[config.mk]
export PLATFORM = sky130hd
export DESIGN_NAME = write_buffer_fwd
export DESIGN_NICKNAME = d
export VERILOG_FILES = /design/src/rtl/write_buffer_fwd.sv
export SDC_FILE = /design/constraint.sdc
export NUM_CORES = 1
export LEC_CHECK = 0
export ABC_AREA = 1
export BUFFER_PORTS_ARGS = -buffer_cell sky130_fd_sc_hd__buf_4
export CORE_MARGIN = 5
export CORE_UTILIZATION = 45
export CTS_BUF_LIST = sky130_fd_sc_hd__clkbuf_4 sky130_fd_sc_hd__clkbuf_8
export CTS_CLUSTER_SIZE = 28
export DETAILED_ROUTE_END_ITERATION = 16
export HOLD_SLACK_MARGIN = 0.08
export PLACE_DENSITY_LB_ADDON = 0.05
export SYNTH_ARGS = -nofsm -noshare
export SYNTH_HDL_FRONTEND = slang
export SYNTH_SLANG_ARGS = --single-unit
[constraint.sdc]
create_clock -name i_clock -period 3.82 [get_ports i_clock]
set_clock_uncertainty 0.15 [all_clocks]
set_input_delay 1.146 -clock i_clock [delete_from_list [all_inputs] [get_ports i_clock]]
set_output_delay 1.146 -clock i_clock [all_outputs]
set_load 0.02 [all_outputs]
[src/rtl/write_buffer_fwd.sv]
// Posted-write buffer in front of a single bus master port. Writes are queued and acked at once,
// then drained in FIFO order; reads bypass the queue under a selectable hazard policy.
module write_buffer_fwd #(
    parameter int DEPTH      = 4,
    parameter int ADDR_WIDTH = 32,
    parameter int DATA_WIDTH = 32,
    parameter int READ_MODE  = 2
) (
    input  logic                      i_clock,
    input  logic                      i_reset,
    output logic                      o_empty,
    output logic                      o_full,
    output logic [$clog2(DEPTH):0]    o_queued,
    output logic                      o_bus_rw,
    output logic                      o_bus_request,
    input  logic                      i_bus_ready,
    output logic [ADDR_WIDTH-1:0]     o_bus_address,
    output logic [DATA_WIDTH/8-1:0]   o_bus_wmask,
    input  logic [DATA_WIDTH-1:0]     i_bus_rdata,
    output logic [DATA_WIDTH-1:0]     o_bus_wdata,
    input  logic                      i_rw,
    input  logic                      i_request,
    output logic                      o_ready,
    input  logic [ADDR_WIDTH-1:0]     i_address,
    input  logic [DATA_WIDTH/8-1:0]   i_wmask,
    input  logic [DATA_WIDTH-1:0]     i_wdata,
    output logic [DATA_WIDTH-1:0]     o_rdata
);
    localparam int MW  = DATA_WIDTH / 8;
    localparam int PW  = $clog2(DEPTH);
    localparam int CW  = PW + 1;
    localparam int LSB = $clog2(MW);

    typedef enum logic [2:0] {
        S_IDLE      = 3'd0,
        S_ACK_WRITE = 3'd1,
        S_READ_BUS  = 3'd2,
        S_FWD_READ  = 3'd3,
        S_DRAIN     = 3'd4,
        S_GAP       = 3'd5
    } state_t;

    state_t                  state_q, state_d;
    logic [ADDR_WIDTH-1:0]   addr_q [DEPTH];
    logic [MW-1:0]           mask_q [DEPTH];
    logic [DATA_WIDTH-1:0]   data_q [DEPTH];
    logic [PW-1:0]           wr_ptr_q, rd_ptr_q;
    logic [CW-1:0]           count_q, count_d;
    logic [DATA_WIDTH-1:0]   fwd_data_q;
    logic                    rd_done_q;
    logic                    push_s, pop_s, full_s, empty_s;
    logic                    hit_s, fwd_hit_s, read_ok_s;
    logic [PW-1:0]           hit_idx_s;

    assign empty_s  = (count_q == CW'(0));
    assign full_s   = (count_q == CW'(DEPTH));
    assign o_empty  = empty_s;
    assign o_full   = full_s;
    assign o_queued = count_q;

    // Associative compare, walking oldest to newest so the newest match wins
    always_comb begin
        logic [PW-1:0] idx_v;
        logic          match_v;
        hit_s     = 1'b0;
        hit_idx_s = '0;
        idx_v     = '0;
        match_v   = 1'b0;
        for (int i = 0; i < DEPTH; i++) begin
            idx_v     = rd_ptr_q + PW'(i);
            match_v   = (CW'(i) < count_q) &&
                        (addr_q[idx_v][ADDR_WIDTH-1:LSB] == i_address[ADDR_WIDTH-1:LSB]);
            hit_idx_s = match_v ? idx_v : hit_idx_s;
            hit_s     = hit_s | match_v;
        end
    end

    // Read admission under the configured hazard policy
    always_comb begin
        fwd_hit_s = (READ_MODE == 2) && hit_s && (&mask_q[hit_idx_s]);
        case (READ_MODE)
            0:       read_ok_s = empty_s;
            1:       read_ok_s = !hit_s;
            default: read_ok_s = !hit_s || fwd_hit_s;
        endcase
    end

    // Next-state logic and queue push/pop strobes
    always_comb begin
        state_d = state_q;
        push_s  = 1'b0;
        pop_s   = 1'b0;
        case (state_q)
            S_IDLE: begin
                if (i_request && i_rw && !full_s) begin
                    push_s  = 1'b1;
                    state_d = S_ACK_WRITE;
                end else if (i_request && !i_rw && read_ok_s) begin
                    state_d = fwd_hit_s ? S_FWD_READ : S_READ_BUS;
                end else if (!empty_s) begin
                    state_d = S_DRAIN;
                end else begin
                    state_d = S_IDLE;
                end
            end
            S_ACK_WRITE, S_READ_BUS, S_FWD_READ: begin
                if (!i_request) state_d = S_IDLE;
                else            state_d = state_q;
            end
            S_DRAIN: begin
                if (i_bus_ready) begin
                    pop_s   = 1'b1;
                    state_d = S_GAP;
                end else begin
                    state_d = S_DRAIN;
                end
            end
            S_GAP:   state_d = S_IDLE;
            default: state_d = S_IDLE;
        endcase
    end

    // Entry count bookkeeping
    always_comb begin
        if (push_s)     count_d = count_q + CW'(1);
        else if (pop_s) count_d = count_q - CW'(1);
        else            count_d = count_q;
    end

    // State, queue storage, pointers and read-side capture
    always_ff @(posedge i_clock or negedge i_reset) begin
        if (!i_reset) begin
            state_q    <= S_IDLE;
            wr_ptr_q   <= '0;
            rd_ptr_q   <= '0;
            count_q    <= '0;
            fwd_data_q <= '0;
            rd_done_q  <= 1'b0;
            for (int i = 0; i < DEPTH; i++) begin
                addr_q[i] <= '0;
                mask_q[i] <= '0;
                data_q[i] <= '0;
            end
        end else begin
            state_q <= state_d;
            count_q <= count_d;
            if (push_s) begin
                addr_q[wr_ptr_q] <= i_address;
                mask_q[wr_ptr_q] <= i_wmask;
                data_q[wr_ptr_q] <= i_wdata;
                wr_ptr_q         <= wr_ptr_q + PW'(1);
            end else begin
                wr_ptr_q <= wr_ptr_q;
            end
            if (pop_s) rd_ptr_q <= rd_ptr_q + PW'(1);
            else       rd_ptr_q <= rd_ptr_q;
            if (state_q == S_IDLE && state_d == S_FWD_READ) fwd_data_q <= data_q[hit_idx_s];
            else                                            fwd_data_q <= fwd_data_q;
            // The bus read is one-shot; the host may hold i_request a cycle past completion
            if (state_q != S_READ_BUS)  rd_done_q <= 1'b0;
            else if (i_bus_ready)       rd_done_q <= 1'b1;
            else                        rd_done_q <= rd_done_q;
        end
    end

    // Host and bus outputs decoded from state; bus outputs stay zero without a request
    always_comb begin
        o_ready       = 1'b0;
        o_rdata       = '0;
        o_bus_rw      = 1'b0;
        o_bus_request = 1'b0;
        o_bus_address = '0;
        o_bus_wmask   = '0;
        o_bus_wdata   = '0;
        case (state_q)
            S_ACK_WRITE: o_ready = 1'b1;
            S_FWD_READ: begin
                o_ready = 1'b1;
                o_rdata = fwd_data_q;
            end
            S_READ_BUS: begin
                if (!rd_done_q) begin
                    o_bus_request = 1'b1;
                    o_bus_address = i_address;
                    o_bus_wmask   = '1;
                    o_ready       = i_bus_ready;
                    o_rdata       = i_bus_ready ? i_bus_rdata : '0;
                end else begin
                    o_bus_request = 1'b0;
                end
            end
            S_DRAIN: begin
                o_bus_request = 1'b1;
                o_bus_rw      = 1'b1;
                o_bus_address = addr_q[rd_ptr_q];
                o_bus_wmask   = mask_q[rd_ptr_q];
                o_bus_wdata   = data_q[rd_ptr_q];
            end
            default: o_ready = 1'b0;
        endcase
    end

endmodule

# Yosys cells after proc, flatten, opt, wreduce, memory -nomap -nowiden

Index checks and enable logic that the tools add are counted.

Bitwise operators: 9
Eq/ne operators: 11
Reductions and logical operators: 22
Add/subtract/negate cells: 6
$lt $le $gt $ge: 11
Mux-type cells: 63

Operator list:

| kind                  | count |
|---|---|
| $mux W32              | 17 |
| $bmux W32 S2          | 6 |
| $bwmux W128           | 2 |
| $pmux W32 S2          | 2 |
| $eq A30 B30 Y1        | 4 |
| $demux W32 S2         | 1 |
| $mux W4               | 6 |
| $ge A3 B3 Y1 const B  | 6 |
| $mux W3               | 6 |
| $not A2 Y3            | 6 |
| $bmux W4 S2           | 2 |
| $bwmux W16            | 1 |
| $logic_and A1 B1 Y1   | 11 |
| $mux W1               | 11 |
| $eq A3 B2 Y1 const B  | 3 |
| $pmux W3 S3           | 1 |
| $demux W4 S2          | 1 |
| $mux W2               | 4 |
| $pmux W4 S2           | 1 |
| $eq A3 B3 Y1 const B  | 2 |
| $logic_not A3 Y1      | 2 |
| $lt A1 B3 Y1 const A  | 2 |
| $lt A2 B3 Y1 const A  | 2 |
| $add A2 B1 Y2 const B | 2 |
| 14 further kinds      | 21 |

Output and inout bits: 108
Word-level logic and storage cells: 140
Bits in registers: 315

# Logic depth before layout (Yosys ltp)

Word-level depth: 23
Depth in mapped cells: 27

# Worst setup path before layout

No wires, ideal clock.

Path type: input-to-reg
Start: input port i_address[24]
End: register fwd_data_q[22]
Arrival: 3012 ps
Buffers on the path: 2
Library setup time: 119 ps
Stages on the path: 21
Setup slack: 539 ps
Path through: clkbuf_1 > inv_1 > nand3_1 > nand2_1 > nor2_1 > inv_1 > nor2_1 > nand2_1 > nor2_1 > nand2_1 > nand2_1 > nand2_2 > nand2_4 > nand2_4 > nand2_1 > nand3_2 > nand2_4 > nand2_2 > buf_4 > nand2_1 > nand2_1

Cells in the longest elaborated chain, start to end: 19
Elaborated cells on any way between the ends: 33
Classes of those cells: eq/ne (5); mux (14); bitwise (4); reduce/logical (10)

RTL lines:

| what                                        | line    | RTL |
|---|---|---|
| start, declared                             | 24      | `input logic [ADDR_WIDTH-1:0] i_address,` |
| $eq A30 B30 Y1                              | 72      | `(addr_q[idx_v][ADDR_WIDTH-1:LSB] == i_address[ADDR_WIDTH-1:LSB]);` |
| $logic_and A1 B1 Y1                         | 71      | `match_v = (CW'(i) < count_q) &&` |
| $mux W2 (4 in series)                       | 73      | `hit_idx_s = match_v ? idx_v : hit_idx_s;` |
| $not A2 Y3 (implied by the code)            | 80, 157 |  |
| $bmux W4 S2                                 | 80      | `fwd_hit_s = (READ_MODE == 2) && hit_s && (&mask_q[hit_idx_s]);` |
| $mux W4 (implied by the code) (2 in series) | 80      |  |
| $reduce_and A4 Y1                           | 80      |  |
| $logic_and A1 B1 Y1                         | 80      |  |
| $logic_or A1 B1 Y1                          | 84      | `default: read_ok_s = !hit_s \|\| fwd_hit_s;` |
| $logic_and A1 B1 Y1                         | 98      | `end else if (i_request && !i_rw && read_ok_s) begin` |
| $mux W3                                     | 98      |  |
| $mux W3                                     | 95      | `if (i_request && i_rw && !full_s) begin` |
| $pmux W3 S3                                 | 93      | `case (state_q)` |
| $eq A3 B2 Y1                                | 157     | `if (state_q == S_IDLE && state_d == S_FWD_READ) fwd_data_q <= data_q[hit_idx_s];` |
| $logic_and A1 B1 Y1                         | 157     |  |
| end signal, assigned                        | 157     |  |
| end signal, assigned                        | 158     | `else fwd_data_q <= fwd_data_q;` |
| end, declared                               | 49      | `logic [DATA_WIDTH-1:0] fwd_data_q;` |

Several ways; a longest one is shown, not always the timed one. The select of a mux whose other input is x is not followed.
A chain may end at the register's enable or synchronous reset.

# Final worst setup path

Start: register state_q[2]
End: output port o_bus_address[21]

Cells in the longest elaborated chain, start to end: 2
Elaborated cells on any way between the ends: 3
Classes of those cells: eq/ne (2); mux (1)

RTL lines:

| what                                                | line | RTL |
|---|---|---|
| start, declared                                     | 43   | `state_t state_q, state_d;` |
| start signal, assigned                              | 145  | `state_q <= state_d;` |
| $eq A3 B3 Y1 / $eq A3 B2 Y1 (equally long branches) | 175  | `case (state_q)` |
| $pmux W32 S2 (*)                                    | 175  |  |
| end, declared                                       | 17   | `output logic [ADDR_WIDTH-1:0] o_bus_address,` |

Mark *: on every way between the ends. The rest lies on a longest branch, timed or not.

==> metrics.txt <==
outcome finished, final reports clean; Post-synth EDFFs 0; Worst Slack Setup Final 0.0623 ns; most frequent CP cell inv_1; pwr/cell area 885 mW/mm2; top post-synthesis cells by count 1320 x nand2_1, 361 x nand3_1, 325 x o21ai_0; Placement Setup Slack 0.0615 ns; P&R area growth vs syn 19.7%; Pleak 12.8 nW; HPWL after detailed placement 57000 um; IO Port Bufs 212; antenna-violating nets left 0; DRT Pass-1 Iters 9; Slew @ Worst Pin 0.577 ns; Finish-stage setup viols 0; worst r2r src rd_ptr_q[0]; final hold vios 0; Power Total 22.1 mW; Avg Cell Area, Syn 6.44 um2; #FFs+latches synth 315; asr flop ratio synth 100%; ys flop type dfrtp_1; Post-CTS Hold Fix Bufs 0; syn_nets 3349; H-Tree Depth 2; clk_lat worst skew 0.69 ns; # DRC 0; most area-consuming cells after synthesis dfrtp_1 38%, nand2_1 24%, nand3_1 8.7%; CP arrival 2.46 ns; mean routed wirelength per cell 20.2 um; r2r worst-path depth 23; Die ar. 0.0507 mm2; crit-path cells inv_1 -> nand2_1 -> nor2_1 -> inv_1 -> nor2_2 -> clkinv_1 -> buf_6 -> o22ai_1 -> buf_4; Congestion Overflow GR 0; max cap viols 0; total track usage 31.2%; initial antenna violation count 3; die span in x 225 um; DRT iter0 DRCs 2188; vias in the first global route 21934; sequential area share after synthesis 37.8%; Num Clock Sinks 315; most numerous cell in the Yosys netlist nand2_1; worst hold slack 0.276 ns; first-pass GRT wire length 125000 um; fmax 266 MHz; CTS root buffer clkbuf_8; gpl congestion 1.08; CTS clock-pin slew for the worst setup and hold paths 0.06 ns; Hold Path Class in2async; Yosys top cell by area dfrtp_1; vias per inst 5.61; reg2reg end state_q[0]; Slew Viols, Final 0; warnings from Yosys 0; I/O pins 213; CTS max path bufs 3; fraction of layout cells with a size suffix above 1 13.7%; crit path time final 3.76 ns; largest net degree at the start of global routing 85; CTS tree built; Syn Inst Count 3236; Chip Height 225 um; Distinct cells, synth 36; Cell Area, Synth 0.0209 mm2; CP Capture Type output port; routed via count 22724; CP Launch Type flop; Crit-path slowest cell dfrtp_1; Crit Path Class reg2out; nets@finish 3534; Peak VDD IR 505 uV; Initial Utilization 45.8%; flop2flop setup slack 0.18 ns; final period utilization 98.4%; row count 78; Crit path required time 2.52 ns; Core ar. 0.0456 mm2; Rel. slew slack 61.5%; crit-path max cell delay 0.38 ns; RSZ-0062 raised after global routing true; CTS Buf Count 56; Synth top area share 37.8%; Critical Path Fanout Max 38; Total Routed Length 81900 um
-- through the flow --
stage / area (um2) / utilization, % / setup TNS, ns / cells
global placement: 23400 / 51.4 / 0 / 3955
floorplan: 20900 / - / 0 / 3236
CTS: 24700 / 54.1 / -0.0990 / 4048
finish: 25000 / 54.8 / 0 / 4053
global route: 25000 / 54.8 / -2.14 / 4052
detailed placement: 23400 / 51.4 / 0 / 3955
-- how the worst max path moves through the flow --
stage | slack, ns | cells after the start | startpoint | end
after global routing | -0.08 | 26 | rd_ptr_q[0] | fwd_data_q[7]
after CTS | -0.03 | 9 | state_q[2] | o_ready
after floorplan | 0.54 | 21 | i_address[24] | fwd_data_q[22]
after global placement | 0.08 | 23 | rd_ptr_q[0] | fwd_data_q[16]
after detailed placement | 0.06 | 23 | rd_ptr_q[0] | state_q[0]
final | 0.06 | 9 | state_q[2] | o_bus_address[21]
-- layer usage --
layer / share of wire, % / GRT usage [%] / wire [um] / up-vias
li1: - / - / - / 10888
met1: 41 / 39.2 / 33600 / 10624
met2: 47 / 51.9 / 38200 / 954
met3: 6.9 / 5.07 / 5630 / 254
met4: 5.5 / 16.1 / 4520 / 4
met5: 0.033 / 0 / 27 / -
-- cells in the final DEF, fill, tap and decap left out, types with 15 or more instances in the layout --
cell type,count
nand2_1,1311
o211ai_1,36
o21ai_1,24
buf_4,277
buf_12,27
o22ai_1,53
nand3_1,360
clkbuf_4,15
o21ai_0,324
nor2_1,159
nand4_1,59
a221oi_1,23
inv_1,255
clkbuf_8,69
dfrtp_1,313
-- flip-flops by register name, indices dropped and copies added, names as in the netlist, 2 cells and up --
signal / count
state_q: 3
data_q: 128
rd_ptr_q: 2
addr_q: 128
wr_ptr_q: 2
fwd_data_q: 32
mask_q: 16
o_queued: 3
-- timing repair --
| action | CTS | global route |
|---|---|---|
| setup endpoints to repair | 46 | 74 |
| buffers inserted | 3 | 1 |
| resized for setup | 18 | 36 |
| pin swaps | 1 | 2 |
| gates cloned | 1 | 3 |
-- power breakdown --
| part | total [mW] | internal [mW] | switching (mW) |
|---|---|---|---|
| combinational | 13.0 | 4.46 | 8.57 |
| sequential | 5.83 | 4.69 | 1.14 |
| clock | 3.22 | 1.72 | 1.50 |
-- area by class of cell --
| type | instances | area, um2 |
|---|---|---|
| clock buffers | 82 | 1030 |
| diodes | 1 | 2.50 |
| repair buffers | 321 | 2940 |
| clock inverters | 7 | 61.3 |
| fillers | 4598 | 20600 |
| inverters | 268 | 1020 |
| well taps | 600 | 751 |
| multi-input cells | 2459 | 11300 |
| flip-flops and latches | 315 | 7890 |
-- logic make-up (layout without fill, tap and decap cells) --
logic type / count (synthesis) / after routing / synth area share [%]
AOI/OAI and AO/OA: 500 / 500 / 13.5
xor gates and xnor gates: 14 / 14 / 0.588
adders and majority gates: 8 / 8 / 0.480
buffers and inverters: 462 / 678 / 9.28
DFF: 315 / 315 / 37.8
muxes: 1 / 1 / 0.0540
other: 0 / 1 / 0
and+or+nand+nor: 1936 / 1936 / 38.3
-- critical path, delay by kind of cell, from the launching register on --
| kind | cells | cell delay, ns |
|---|---|---|
| AO/OA/AOI/OAI | 1 | 0.28 |
| buffers and inverters | 5 | 0.77 |
| flip-flops | 1 | 0.38 |
| AND/OR/NAND/NOR | 3 | 0.33 |
Power figures use the tool's default switching activity.
